File: src/rtl/flapjack_console_if.sv
// Producer handshake and screen write bus for the flapjack console.
// The slave side is the console; the master side is producers plus the screen.
interface flapjack_console_if #(
    parameter int N_CH  = 2,
    parameter int X_W   = 7,
    parameter int Y_W   = 6,
    parameter int CHR_W = 9
);
    logic [N_CH-1:0]       in_valid;
    logic [N_CH*CHR_W-1:0] in_chr;
    logic [N_CH-1:0]       in_ready;
    logic [X_W-1:0]        char_x;
    logic [Y_W-1:0]        char_y;
    logic [CHR_W-1:0]      char_chr;
    logic                  char_str;
    logic                  busy;

    modport master (
        output in_valid, in_chr,
        input  in_ready, char_x, char_y, char_chr, char_str, busy
    );

    modport slave (
        input  in_valid, in_chr,
        output in_ready, char_x, char_y, char_chr, char_str, busy
    );
endinterface

File: src/rtl/flapjack_console.sv
// Multi-channel text console front end: round-robin producer arbitration,
// per-channel cursors confined to row bands, and window clear sequencing.
module flapjack_console #(
    parameter int             N_CH      = 2,
    parameter int             COLS      = 80,
    parameter int             ROWS      = 30,
    parameter int             X_W       = 7,
    parameter int             Y_W       = 6,
    parameter int             CHR_W     = 9,
    parameter logic [CHR_W-1:0] BLANK_CHR = CHR_W'(9'h020)
) (
    input logic clk_sys,
    input logic btn_rst_n,
    flapjack_console_if.slave bus
);
    localparam int WIN   = ROWS / N_CH;
    localparam int PTR_W = (N_CH > 1) ? $clog2(N_CH) : 1;
    localparam logic [X_W-1:0] LAST_X = X_W'(COLS - 1);
    localparam logic [Y_W-1:0] WIN_M1 = Y_W'(WIN - 1);

    typedef enum logic {IDLE, CLEAR} state_e;

    state_e           state_q, state_d;
    logic [PTR_W-1:0] rr_q, rr_d;
    logic [X_W-1:0]   cx_q [N_CH];
    logic [X_W-1:0]   cx_d [N_CH];
    logic [Y_W-1:0]   cy_q [N_CH];
    logic [Y_W-1:0]   cy_d [N_CH];
    logic [PTR_W-1:0] clr_ch_q, clr_ch_d;
    logic [X_W-1:0]   clr_x_q, clr_x_d;
    logic [Y_W-1:0]   clr_y_q, clr_y_d;
    logic             str_q, str_d;
    logic [X_W-1:0]   x_q, x_d;
    logic [Y_W-1:0]   y_q, y_d;
    logic [CHR_W-1:0] chr_q, chr_d;
    logic             busy_q, busy_d;

    logic             gnt_vld, acc;
    int               gidx;
    logic [CHR_W-1:0] acc_chr;
    logic [X_W-1:0]   sel_x;
    logic [Y_W-1:0]   sel_y, top, ctop;
    logic             is_lf, is_cr, is_ff;
    logic             upd;
    int               upd_ch;
    logic [X_W-1:0]   nx;
    logic [Y_W-1:0]   ny;

    // Advance a row by one, wrapping back to the window top after its last row.
    function automatic logic [Y_W-1:0] wrap_y(input logic [Y_W-1:0] y,
                                              input logic [Y_W-1:0] t);
        return (y == t + WIN_M1) ? t : y + 1'b1;
    endfunction

    // Round-robin search from rr_q; the nearest valid channel wins.
    always_comb begin
        gnt_vld = 1'b0;
        gidx    = 0;
        for (int k = N_CH - 1; k >= 0; k--) begin
            if (bus.in_valid[(int'(rr_q) + k) % N_CH]) begin
                gnt_vld = 1'b1;
                gidx    = (int'(rr_q) + k) % N_CH;
            end
        end
    end

    // Grant decode: ready, accepted code and the granted channel's cursor.
    always_comb begin
        acc     = gnt_vld && (state_q == IDLE) && btn_rst_n;
        acc_chr = '0;
        sel_x   = '0;
        sel_y   = '0;
        for (int i = 0; i < N_CH; i++) begin
            bus.in_ready[i] = acc && (i == gidx);
            if (i == gidx) begin
                acc_chr = bus.in_chr[i*CHR_W +: CHR_W];
                sel_x   = cx_q[i];
                sel_y   = cy_q[i];
            end
        end
        top   = Y_W'(gidx * WIN);
        ctop  = Y_W'(int'(clr_ch_q) * WIN);
        is_lf = (acc_chr == CHR_W'(9'h00A));
        is_cr = (acc_chr == CHR_W'(9'h00D));
        is_ff = (acc_chr == CHR_W'(9'h00C));
    end

    // Next-state: character handling in IDLE, raster blank fill in CLEAR.
    always_comb begin
        state_d  = state_q;
        rr_d     = rr_q;
        cx_d     = cx_q;
        cy_d     = cy_q;
        clr_ch_d = clr_ch_q;
        clr_x_d  = clr_x_q;
        clr_y_d  = clr_y_q;
        str_d    = 1'b0;
        x_d      = x_q;
        y_d      = y_q;
        chr_d    = chr_q;
        busy_d   = busy_q;
        upd      = 1'b0;
        upd_ch   = 0;
        nx       = '0;
        ny       = '0;
        unique case (state_q)
            IDLE: begin
                if (acc) begin
                    rr_d   = PTR_W'((gidx + 1) % N_CH);
                    upd    = 1'b1;
                    upd_ch = gidx;
                    nx     = sel_x;
                    ny     = sel_y;
                    unique case (1'b1)
                        is_lf: begin
                            nx = '0;
                            ny = wrap_y(sel_y, top);
                        end
                        is_cr: nx = '0;
                        is_ff: begin
                            upd      = 1'b0;
                            state_d  = CLEAR;
                            busy_d   = 1'b1;
                            str_d    = 1'b1;
                            x_d      = '0;
                            y_d      = top;
                            chr_d    = BLANK_CHR;
                            clr_ch_d = PTR_W'(gidx);
                            clr_x_d  = '0;
                            clr_y_d  = top;
                        end
                        default: begin
                            str_d = 1'b1;
                            x_d   = sel_x;
                            y_d   = sel_y;
                            chr_d = acc_chr;
                            if (sel_x == LAST_X) begin
                                nx = '0;
                                ny = wrap_y(sel_y, top);
                            end else begin
                                nx = sel_x + 1'b1;
                            end
                        end
                    endcase
                end
            end
            CLEAR: begin
                if (clr_x_q == LAST_X && clr_y_q == ctop + WIN_M1) begin
                    state_d = IDLE;
                    busy_d  = 1'b0;
                    upd     = 1'b1;
                    upd_ch  = int'(clr_ch_q);
                    nx      = '0;
                    ny      = ctop;
                end else begin
                    if (clr_x_q == LAST_X) begin
                        clr_x_d = '0;
                        clr_y_d = clr_y_q + 1'b1;
                    end else begin
                        clr_x_d = clr_x_q + 1'b1;
                    end
                    str_d = 1'b1;
                    x_d   = clr_x_d;
                    y_d   = clr_y_d;
                    chr_d = BLANK_CHR;
                end
            end
            default: state_d = IDLE;
        endcase
        for (int i = 0; i < N_CH; i++) begin
            if (upd && i == upd_ch) begin
                cx_d[i] = nx;
                cy_d[i] = ny;
            end
        end
    end

    // State, cursors and registered write bus.
    always_ff @(posedge clk_sys or negedge btn_rst_n) begin
        if (!btn_rst_n) begin
            state_q  <= IDLE;
            rr_q     <= '0;
            clr_ch_q <= '0;
            clr_x_q  <= '0;
            clr_y_q  <= '0;
            str_q    <= 1'b0;
            x_q      <= '0;
            y_q      <= '0;
            chr_q    <= '0;
            busy_q   <= 1'b0;
            for (int i = 0; i < N_CH; i++) begin
                cx_q[i] <= '0;
                cy_q[i] <= Y_W'(i * WIN);
            end
        end else begin
            state_q  <= state_d;
            rr_q     <= rr_d;
            clr_ch_q <= clr_ch_d;
            clr_x_q  <= clr_x_d;
            clr_y_q  <= clr_y_d;
            str_q    <= str_d;
            x_q      <= x_d;
            y_q      <= y_d;
            chr_q    <= chr_d;
            busy_q   <= busy_d;
            for (int i = 0; i < N_CH; i++) begin
                cx_q[i] <= cx_d[i];
                cy_q[i] <= cy_d[i];
            end
        end
    end

    assign bus.char_str = str_q;
    assign bus.char_x   = x_q;
    assign bus.char_y   = y_q;
    assign bus.char_chr = chr_q;
    assign bus.busy     = busy_q;
endmodule

File: src/flat_wrapper.sv
// flat-port wrapper written by rule: the top's interface ports become plain ports
module flapjack_console_flat 
#(
    parameter int             N_CH      = 2,
    parameter int             COLS      = 80,
    parameter int             ROWS      = 30,
    parameter int             X_W       = 7,
    parameter int             Y_W       = 6,
    parameter int             CHR_W     = 9,
    parameter logic [CHR_W-1:0] BLANK_CHR = CHR_W'(9'h020)
)
  (clk_sys, btn_rst_n, bus_in_valid, bus_in_chr, bus_in_ready, bus_char_x, bus_char_y, bus_char_chr, bus_char_str, bus_busy);
  flapjack_console_if #(.N_CH(N_CH), .X_W(X_W), .Y_W(Y_W), .CHR_W(CHR_W)) bus_i ();
  input logic clk_sys;
  input logic btn_rst_n;
  input wire logic [$bits(bus_i.in_valid)-1:0] bus_in_valid;
  input wire logic [$bits(bus_i.in_chr)-1:0] bus_in_chr;
  output wire logic [$bits(bus_i.in_ready)-1:0] bus_in_ready;
  output wire logic [$bits(bus_i.char_x)-1:0] bus_char_x;
  output wire logic [$bits(bus_i.char_y)-1:0] bus_char_y;
  output wire logic [$bits(bus_i.char_chr)-1:0] bus_char_chr;
  output wire logic [$bits(bus_i.char_str)-1:0] bus_char_str;
  output wire logic [$bits(bus_i.busy)-1:0] bus_busy;
  assign bus_i.in_valid = bus_in_valid;
  assign bus_i.in_chr = bus_in_chr;
  assign bus_in_ready = bus_i.in_ready;
  assign bus_char_x = bus_i.char_x;
  assign bus_char_y = bus_i.char_y;
  assign bus_char_chr = bus_i.char_chr;
  assign bus_char_str = bus_i.char_str;
  assign bus_busy = bus_i.busy;
  flapjack_console #(.N_CH(N_CH), .COLS(COLS), .ROWS(ROWS), .X_W(X_W), .Y_W(Y_W), .CHR_W(CHR_W), .BLANK_CHR(BLANK_CHR)) u_core (.clk_sys(clk_sys), .btn_rst_n(btn_rst_n), .bus(bus_i));
endmodule
File: config.mk
export PLATFORM = sky130hd
export DESIGN_NAME = flapjack_console_flat
export DESIGN_NICKNAME = d
export VERILOG_FILES = /design/src/rtl/flapjack_console_if.sv /design/src/rtl/flapjack_console.sv /design/src/flat_wrapper.sv
export SDC_FILE = /design/constraint.sdc
export NUM_CORES = 1
export LEC_CHECK = 0
export BUFFER_PORTS_ARGS = -buffer_cell sky130_fd_sc_hd__buf_4
export CAP_MARGIN = 20
export CORE_MARGIN = 2
export CORE_UTILIZATION = 64
export DETAILED_ROUTE_END_ITERATION = 16
export GPL_ROUTABILITY_DRIVEN = 0
export GPL_TIMING_DRIVEN = 0
export PLACE_DENSITY = 0.86
export SLEW_MARGIN = 30
export SYNTH_ARGS = -nofsm -noshare
export SYNTH_HDL_FRONTEND = slang
export SYNTH_SLANG_ARGS = --single-unit
File: constraint.sdc
create_clock -name clk_sys -period 10.31 [get_ports clk_sys]
set_input_delay 1.031 -clock clk_sys [delete_from_list [all_inputs] [get_ports clk_sys]]
set_output_delay 1.031 -clock clk_sys [all_outputs]
set_load 0.01 [all_outputs]
==> impl_metrics.tcl <==
set metrics [dict create \
    nets 520 \
    worst_slew_pin_slew_ps 935.2 \
    yosys-top-cells-area "dfrtp_1 (37%), mux2i_1 (5.8%), mux2_2 (5.1%)" \
    path_buf_inv 4 \
    synth.largest_area_cell "dfrtp_1" \
    critPathMaxFanout 10 \
    max_freq_mhz 220.0 \
    core_um2 6314 \
    ys_async_sr_fraction_pct 100.0 \
    outcome "complete, no violations" \
    yosysSeqAreaShare_pct 39.70 \
    top_layer_used "met4" \
    dp_hpwl_mm 8.388 \
    min_from "u_core.bus.char_chr[7]" \
    mostFrequentLayoutCells "dfrtp_1 (62), buf_4 (47), nand2_1 (46)" \
    syn2layout_area_growth_pct 16.40 \
    synth_nets 462 \
    routed_wl_mm 11.69 \
    cts_resized 0 \
    die_h_um 84.75 \
    reg2reg_from "u_core.rr_q" \
    critical_path_required_ps 10580 \
    drc 0 \
    r2r-end "u_core.cy_q[3]" \
    cp.arrival_ps 4810 \
    cp_slowest_cell "a2111oi_0" \
    start_util_pct 66.09 \
    setup_tns_ps 0 \
    worstPathCellList "buf_4 > nand2b_1 > clkbuf_1 > nand2_1 > clkbuf_1 > mux2i_1 > inv_1 > ha_1 > nand2_1 > a2111oi_0 > a21oi_1 > a21oi_2 > a32oi_1 > o32a_1" \
    hold_end "u_core.bus.char_chr[7]" \
    reg2reg_depth 13 \
    crit_family "compound AO/OA/AOI/OAI gates" \
    cpPeakStageDelay_ps 690 \
    whs_path_depth 2 \
    cts_root_buf "clkbuf_8" \
    dieWidth_um 84.75 \
    io_buffers 47 \
    final_common_cell "dfrtp_1" \
    hp-class "register to register" \
    hold_violations 0 \
    critPathLaunchType "input port" \
    finalInstanceArea_um2 4857 \
    drive_above_1_share_pct 22.85 \
    ios 48 \
    critPathKind "input port to register" \
    ir_drop_v 0.0001288 \
    ctsHoldBuffers 0 \
    rsz0062_at_grt "false" \
    cts_setup_buffers 0 \
    wl_met3_mm 1.268 \
    drtIter0Drc 455 \
    met1_length_mm 4.631 \
    vias 3907 \
    dr.pass1.iters 5 \
    synthDominantCellAreaShare_pct 37.18 \
    grt_max_degree 68 \
    grt_pass1_vias 3763 \
    final.fill_count 436 \
    finalMaxSlewViolations 0 \
    diodes 0 \
    cts_tree "yes" \
    synth_edf_count 0 \
    cap_violations 0 \
    period_needed_ps 4546 \
    clock_path_buffers 2 \
    viasPerCell 6.783 \
    final.period_utilization_pct 44.10 \
    die_area_um2 7182 \
    grt_pass1_wl_mm 18.89 \
    antenna_found_initial 0 \
    clkTransAtPathRegs_ps 70 \
    rows 29 \
    final_cells 576 \
    wire_per_inst_um 20.30 \
    skew_ps 8.172 \
    crit_path_end_kind "register" \
    syn_inst 436 \
    cts_sinks 66 \
    synth_cell_types 66 \
    ff2ff_setup_slack_ps 6090 \
    syn-cell-area_um2 4173 \
    power_leakage_nw 2.143 \
    p_per_area_nw_per_um2 113.9 \
    slew_headroom_pct 36.99 \
    ant_nets 0 \
    placed_cell_area_um2 4628 \
    synth_ff_type "dfrtp_1" \
    syn_avg_cell_area_um2 9.571 \
    met2WireLength_mm 5.290 \
    ys_seq_elements 66 \
    numCtsBuffers 9 \
    ys_warn_count 0 \
    grt_util_all_layers_pct 33.46 \
    cts.htree.levels 3 \
    clock_latency_ps 340 \
    setup_viol 0 \
    placed_cells_incl_taps 560 \
    grt_overflow 0 \
]
stage by stage:
stage	hold slack, ps	worst slack (ps)	power (mW)	util [%]
global route	536.5	5667	0.5692	76.93
finish	509.6	5764	0.5535	76.93
CTS	509.6	5950	0.5542	76.93
global placement	484.1	5646	0.3052	73.21
detailed placement	493.5	5613	0.3066	73.31
floorplan	468.4	6477	0.2866	-
cells in the mapped netlist, types with 5 or more instances:
master / count
o211ai_1: 5
mux2i_1: 24
a21oi_1: 11
inv_1: 22
o221ai_1: 6
o21ai_0: 33
mux2_4: 10
o22ai_1: 7
xnor2_1: 9
and3_1: 5
nand2_1: 46
xor2_1: 5
nor4_1: 6
nand3_1: 26
dfrtp_1: 62
nand4_1: 7
or2_2: 5
nor4b_1: 5
mux2_2: 19
nand2b_1: 8
clkbuf_1: 16
nor2_1: 18
registers in the layout, indices dropped and copies added, names as in the netlist:
name / cells
u_core.cx_q: 14
u_core.cy_q: 12
u_core.bus.char_chr: 9
u_core.bus.char_x: 7
u_core.clr_x_q: 7
u_core.bus.char_y: 6
u_core.clr_y_q: 6
u_core.bus.busy: 1
u_core.bus.char_str: 1
u_core.clr_ch_q: 1
u_core.rr_q: 1
u_core.state_q: 1
area by class of cell:
cell class / instances / area, um2 / share of cell area (%)
inverter: 23 / 86.33 / 1.777
clock buffer: 12 / 155.1 / 3.194
sequential: 66 / 1657 / 34.11
tap: 77 / 96.34 / 1.984
timing repair buffer: 47 / 352.8 / 7.264
multi-input combinational: 328 / 2347 / 48.33
buffer: 19 / 88.84 / 1.829
clock inverter: 4 / 73.82 / 1.520
report_power, final:
part           leakage, nW  switching, mW  total [mW]  internal [mW]
sequential           0.793        0.00233       0.264          0.261
combinational         1.23         0.0245      0.0389         0.0144
clock                0.117          0.101       0.251          0.150
metal layers:
layer / GRT usage (%) / up-vias
met1: 44.45 / 1853
met5: 0 / -
met4: 17.17 / 0
met3: 6.588 / 57
li1: - / 1738
met2: 52.18 / 259
logic make-up after synthesis:
kind of cell / synth area share (%)
AOI/OAI and AO/OA: 19.61
and+or+nand+nor: 17.87
buffers and inverters: 4.198
adders and majority gates: 1.199
xor gates and xnor gates: 2.939
DFF: 39.70
muxes: 14.48
worst max-delay path by stage:
| stage | start | end | slack, ps | cells past startpoint |
|---|---|---|---|---|
| 5_1_grt | bus_in_valid[0] | u_core.cy_q[7] | 5670 | 14 |
| 4_1_cts | bus_in_valid[0] | u_core.cy_q[3] | 5950 | 14 |
| 2_1_floorplan | bus_in_valid[0] | u_core.cy_q[5] | 6480 | 13 |
| 3_3_place_gp | bus_in_valid[0] | u_core.cy_q[3] | 5650 | 14 |
| 6_report | bus_in_valid[0] | u_core.cy_q[3] | 5760 | 14 |
| 3_5_place_dp | bus_in_valid[0] | u_core.cy_q[3] | 5610 | 14 |
worst reg2reg max path: cells and delay by family (launching register included):
| family | cells | cell delay (ps) |
|---|---|---|
| compound gates | 5 | 1840 |
| mux | 1 | 280 |
| simple gates | 3 | 540 |
| fa+ha+maj | 1 | 230 |
| buf+inv | 3 | 870 |
| flops | 1 | 390 |
Note: power is estimated with default switching activity, not from simulation.
